### src/rtl/register_file.sv
// register_file
//
// Architectural integer register file for the out-of-order core. It holds the
// 32 RV32I registers, and each register also has a busy bit and the ROB tag
// of its newest in-flight producer.
//
// Ports:
//   Sys_clk, Sys_rst      clock and synchronous active-high reset
//   Sys_rdy               global enable; when low, state holds and inputs are ignored
//   DP2RF_rs1/rs2         dispatcher source indices (combinational read)
//   DP2RF_en/rd/ROB_index destination rename recorded at dispatch
//   RF2DP_Qj/Qk           dependency tags; MSB=1 means ready
//   RF2DP_Vj/Vk           operand values
//   ROB2RF_pre_judge      misprediction flush; drops every outstanding rename
//   ROB2RF_en/ROB_index/rd/value  commit of a retired result
//
// Optional feature: define RF_COMMIT_BYPASS_EN to forward a matching commit
// to the read ports in the same cycle.

module register_file #(
    parameter int unsigned REG_WIDTH    = 5,
    parameter int unsigned EX_REG_WIDTH = 6,
    parameter int unsigned ROB_WIDTH    = 4,
    parameter int unsigned EX_ROB_WIDTH = 5
) (
    input  logic                    Sys_clk,
    input  logic                    Sys_rst,
    input  logic                    Sys_rdy,

    input  logic [REG_WIDTH-1:0]    DP2RF_rs1,
    input  logic [REG_WIDTH-1:0]    DP2RF_rs2,
    input  logic                    DP2RF_en,
    input  logic [EX_REG_WIDTH-1:0] DP2RF_rd,
    input  logic [ROB_WIDTH-1:0]    DP2RF_ROB_index,

    output logic [EX_ROB_WIDTH-1:0] RF2DP_Qj,
    output logic [EX_ROB_WIDTH-1:0] RF2DP_Qk,
    output logic [31:0]             RF2DP_Vj,
    output logic [31:0]             RF2DP_Vk,

    input  logic                    ROB2RF_pre_judge,
    input  logic                    ROB2RF_en,
    input  logic [ROB_WIDTH-1:0]    ROB2RF_ROB_index,
    input  logic [EX_REG_WIDTH-1:0] ROB2RF_rd,
    input  logic [31:0]             ROB2RF_value
);

    localparam int unsigned NumRegs = 1 << REG_WIDTH;

    localparam logic [EX_ROB_WIDTH-1:0] TagReady = {1'b1, {ROB_WIDTH{1'b0}}};

    logic [31:0]          value_q [NumRegs];
    logic [31:0]          value_d [NumRegs];
    logic [NumRegs-1:0]   busy_q;
    logic [NumRegs-1:0]   busy_d;
    logic [ROB_WIDTH-1:0] tag_q   [NumRegs];
    logic [ROB_WIDTH-1:0] tag_d   [NumRegs];

    logic [REG_WIDTH-1:0] dp_rd_idx;
    logic [REG_WIDTH-1:0] cm_rd_idx;
    logic                 rename_valid;
    logic                 commit_valid;
    logic                 flush;

    // The destination MSB flags "no destination", and writes to x0 are
    // dropped here so that x0 never holds any state.
    assign dp_rd_idx    = DP2RF_rd[REG_WIDTH-1:0];
    assign cm_rd_idx    = ROB2RF_rd[REG_WIDTH-1:0];
    assign rename_valid = Sys_rdy & DP2RF_en & ~DP2RF_rd[EX_REG_WIDTH-1] & (dp_rd_idx != '0);
    assign commit_valid = Sys_rdy & ROB2RF_en & ~ROB2RF_rd[EX_REG_WIDTH-1] & (cm_rd_idx != '0);
    assign flush        = Sys_rdy & ROB2RF_pre_judge;

    // Next-state logic
    always_comb begin
        for (int i = 0; i < NumRegs; i++) begin
            value_d[i] = value_q[i];
            busy_d[i]  = busy_q[i];
            tag_d[i]   = tag_q[i];
        end
        for (int i = 1; i < NumRegs; i++) begin
            if (commit_valid && (cm_rd_idx == REG_WIDTH'(i))) begin
                value_d[i] = ROB2RF_value;
                // A tag mismatch means a younger rename is still outstanding.
                if (tag_q[i] == ROB2RF_ROB_index) begin
                    busy_d[i] = 1'b0;
                end
            end
            // A flush squashes every rename, including one in this cycle.
            // Otherwise a rename takes priority over a same-cycle commit
            // when the commit would clear the busy bit.
            if (flush) begin
                busy_d[i] = 1'b0;
            end else if (rename_valid && (dp_rd_idx == REG_WIDTH'(i))) begin
                busy_d[i] = 1'b1;
                tag_d[i]  = DP2RF_ROB_index;
            end
        end
    end

    always_ff @(posedge Sys_clk) begin
        if (Sys_rst) begin
            for (int i = 0; i < NumRegs; i++) begin
                value_q[i] <= '0;
                tag_q[i]   <= '0;
            end
            busy_q <= '0;
        end else begin
            // The valid/flush strobes above already include Sys_rdy.
            for (int i = 0; i < NumRegs; i++) begin
                value_q[i] <= value_d[i];
                tag_q[i]   <= tag_d[i];
            end
            busy_q <= busy_d;
        end
    end

    // Read ports. Reads see the registered state, so a rename in this cycle
    // does not affect them.
    logic [REG_WIDTH-1:0]    rs_idx [2];
    logic [EX_ROB_WIDTH-1:0] rd_q   [2];
    logic [31:0]             rd_v   [2];

    assign rs_idx[0] = DP2RF_rs1;
    assign rs_idx[1] = DP2RF_rs2;

    always_comb begin
        for (int p = 0; p < 2; p++) begin
            rd_v[p] = value_q[rs_idx[p]];
            if (busy_q[rs_idx[p]]) begin
                rd_q[p] = {1'b0, tag_q[rs_idx[p]]};
            end else begin
                rd_q[p] = TagReady;
            end
`ifdef RF_COMMIT_BYPASS_EN
            // Forward the committing result only when it comes from the
            // newest producer. commit_valid already excludes x0.
            if (commit_valid && (cm_rd_idx == rs_idx[p]) && busy_q[rs_idx[p]] &&
                (tag_q[rs_idx[p]] == ROB2RF_ROB_index)) begin
                rd_q[p] = TagReady;
                rd_v[p] = ROB2RF_value;
            end
`endif
        end
    end

    assign RF2DP_Qj = rd_q[0];
    assign RF2DP_Qk = rd_q[1];
    assign RF2DP_Vj = rd_v[0];
    assign RF2DP_Vk = rd_v[1];

endmodule

### config.mk
export PLATFORM = sky130hd
export DESIGN_NAME = register_file
export DESIGN_NICKNAME = d
export VERILOG_FILES = /design/src/rtl/register_file.sv
export SDC_FILE = /design/constraint.sdc
export NUM_CORES = 2
export LEC_CHECK = 0
export BUFFER_PORTS_ARGS = -buffer_cell sky130_fd_sc_hd__buf_2
export CORE_ASPECT_RATIO = 1.4
export CORE_MARGIN = 3
export CORE_UTILIZATION = 55
export DETAILED_ROUTE_END_ITERATION = 12
export HOLD_SLACK_MARGIN = 0.03
export PLACE_DENSITY = 0.71
export SETUP_SLACK_MARGIN = 0.3
export SLEW_MARGIN = 20
export SYNTH_ARGS = -nofsm -noshare
export SYNTH_HDL_FRONTEND = slang
export SYNTH_SLANG_ARGS = --single-unit
### constraint.sdc
create_clock -name Sys_clk -period 3.47 [get_ports Sys_clk]
set_input_delay 0.5205 -clock Sys_clk [delete_from_list [all_inputs] [get_ports Sys_clk]]
set_output_delay 0.5205 -clock Sys_clk [all_outputs]
set_load 0.05 [all_outputs]
==> reports/metrics.yaml <==
outcome:
  status: "finished, final reports clean"
layout:
  final_layout_size_suffix_gt1_share_pct: 36.4
  synthToLayoutAreaGrowth_pct: 15.8
  nNetsFinal: 4037
yosys:
  synth_top_family_by_area: "multiplexers"
  seq_area_frac_synth_pct: 56.1
  syn_nets: 3860
  synth_top_cell_area_share_pct: 50.8
  yosys.area_share.adder_pct: 0
  synth_cells: 3792
  async_flop_share_pct: 0
  syn_avg_cell_area_um2: 15.5
  syn-cell-area_um2: 58600
  synth_edf_count: 992
  synth-xor-area-share_pct: 1.85
  synthFlopType: "edfxtp_1"
  yosysWarnings: 0
  synth_mux_area_share_pct: 28.6
  ys_seq_elements: 1147
  ys_types: 47
  yosys.area.top_type: "edfxtp_1"
  synth-simple-area-share_pct: 7.45
  synth_compound_area_share_pct: 2.92
  synth_area_leaders: "edfxtp_1 51%, mux4_2 24%, dfxtp_1 5.3%"
clock_tree:
  clk_pin_slew_ns: 0.07
  cts-root-buf: "clkbuf_16"
  hold_buffers: 0
  clk_latency_ns: 0.72
  cts_buffers: 110
  clk_path_buf_depth: 3
  cts.sinks: 1147
  htree_levels: 3
  cts_tree: "done"
sta:
  maxSlewViolCount: 0
  max_clock_freq_mhz: 311
  worst_pin_slew_ns: 0.992
  worst_clock_skew_ns: 0.0186
  min_period_over_period_pct: 92.7
  timing.final.ws_setup_ns: 0.252
  relSlewSlack_pct: 33.9
  tns_ns: 0
  rsz0062_at_grt: "yes"
  hold_viol: 0
  min_period_ns: 3.22
  setup_violations: 0
grt:
  grt_start_max_net_pins: 67
  grt_pass1_wl_um: 263000
  gr-total-overflow: 0
  grt_antenna_before_repair: 3
  grt_usage_pct: 33.5
  grt_pass1_vias: 38500
drt:
  vias_per_cell: 7.06
  wl_per_cell_um: 33.7
  antenna_left: 0
  drc: 0
  vias: 38300
  finalWirelength_um: 183000
  drt-initial-drc-count: 4832
  drtPass1Iterations: 6
pwr:
  sw_frac_of_total_pct: 25.5
  power_frac_seq_pct: 48.1
  clkPwrFrac_pct: 36.4
  p_int_uw: 25100
  comb_power_share_pct: 15.5
  vdd_ir_drop_max_mv: 0.512
  pwr_density_cell_nw_per_um2: 496
  p_sw_uw: 8580
  p_leak_uw: 0.0229
  finalPower_uw: 33700
setup_path:
  reg2reg_from: "tag_q[18][2]"
  crit_fanout: 5
  crit_type: "flip-flop to output port"
  worst-r2r-setup-slack_ns: 1.65
  cp-start-kind: "flip-flop"
  required_ns: 2.95
  reg2reg_depth: 5
  cp.arrival_ns: 2.70
  rr_endpoint: "busy_q[18]"
  end_kind: "output port"
worst_hold_path:
  hold_end: "tag_q[17][3]"
  hp-class: "primary input to flip-flop"
  hold_start: "ROB2RF_pre_judge"
  hold_depth: 4
floorplan:
  io_pins: 142
  fp-row-count: 141
  core_area_um2: 106000
  die_h_um: 392
  start_util_pct: 55.4
  die_x_um: 282
  dieArea_um2: 111000
placement:
  io_buffers: 141
  dpl_worst_slack_ns: 0.108
  gp_congestion: 0.911
  hpwl_um: 107000
run:
  maxCapViolCount: 0
## layer usage
layer  vias up  track usage [%]  part of all wire, %
met1     19700             42.8                   34
met4         0             18.1                  5.8
li1      15300                -                    -
met2      2695             53.9                   49
met3       584             7.11                   11
met5         -                0                    0
## worst max-delay path: stages (launching register included)
cell and delay [ns]:
dfxtp_2 0.33, mux4_2 0.48, mux4_2 0.46, and2_4 0.18, nor3_4 0.14, buf_12 0.15, a311oi_2 0.05, buf_6 0.18
## power groups by stage
stage	combinational, uW	sequential (uW)	clock (uW)
6_report	5220	16200	12300
5_1_grt	5390	16300	12900
4_1_cts	5130	16200	12400
3_5_place_dp	4870	16400	0
3_3_place_gp	4830	16400	0
2_1_floorplan	3220	16300	0
## synthesized netlist by cell type, drive strengths merged, types with 15 or more instances
| cell type | count |
|---|---|
| a21o | 15 |
| a21oi | 77 |
| a221oi | 18 |
| a22o | 72 |
| a22oi | 22 |
| buf | 149 |
| clkbuf | 233 |
| dfxtp | 155 |
| edfxtp | 992 |
| inv | 36 |
| mux2 | 138 |
| mux2i | 85 |
| mux4 | 637 |
| nand2 | 109 |
| nand2b | 61 |
| nand3 | 78 |
| nand4 | 17 |
| nor2 | 645 |
| nor2b | 19 |
| nor3 | 36 |
| nor4 | 16 |
| o21ai | 21 |
| xnor2 | 68 |
| xor2 | 56 |
## cells by family (layout without fill, tap and decap cells)
logic type,after synthesis,count (layout)
xor+xnor,124,124
buf+inv,418,686
simple gates,999,999
other cells,0,2
flops,1147,1147
compound gates,244,244
mux,860,860
## timing repair
| action | 4_1_cts | 5_1_grt |
|---|---|---|
| hold endpoints to repair | 0 | 0 |
| buffers inserted | 20 | 17 |
| cloned | 8 | 4 |
| setup endpoints to repair | 73 | 56 |
| gates resized for setup | 132 | 41 |
| pin swaps | 2 | 2 |
## per-stage QoR
step | area (um2) | cells | util, % | hold slack [ns]
5_1_grt | 67900 | 5419 | 64.2 | 0.288
6_report | 67900 | 5420 | 64.2 | 0.283
3_3_place_gp | 62900 | 5166 | 59.5 | 0.468
3_5_place_dp | 62900 | 5166 | 59.5 | 0.477
4_1_cts | 67500 | 5397 | 63.9 | 0.244
2_1_floorplan | 58700 | 3792 | - | 0.456
## worst max path at each step
stage | from | endpoint | slack (ns)
4_1_cts | busy_q[14] | RF2DP_Qj[2] | 0.19
3_3_place_gp | DP2RF_rs2[0] | RF2DP_Qk[1] | 0.09
6_report | busy_q[14] | RF2DP_Qj[2] | 0.25
2_1_floorplan | DP2RF_rs1[0] | RF2DP_Qj[0] | 0.13
3_5_place_dp | DP2RF_rs1[0] | RF2DP_Vj[12] | 0.11
5_1_grt | busy_q[14] | RF2DP_Qj[0] | 0.22
## layout make-up
| cell class | instances | area [um2] |
|---|---|---|
| repair buffers | 447 | 5190 |
| diodes | 2 | 5.00 |
| clock inverters | 75 | 798 |
| inverters | 36 | 145 |
| fillers | 7211 | 37800 |
| well taps | 1358 | 1700 |
| flip-flops and latches | 1147 | 32900 |
| multi-input cells | 2227 | 24300 |
| clock buffers | 128 | 2840 |
## state kept, by name (all words and copies together) (netlist names)
signal,cells
value_q,992
tag_q,124
busy_q,31
## layout by cell type (no fill, tap or decap), types with 63 or more instances in the layout
cell type  instances
clkbuf_16        115
a21oi_1           77
buf_2             63
mux4_2           637
nand2_1           96
xnor2_1           68
mux2_2           115
buf_12            88
nor2_1           645
dfxtp_1          151
buf_4            213
nand3_1           74
a22o_1            72
edfxtp_1         992
mux2i_1           85
(Power assumes the default switching activity.)
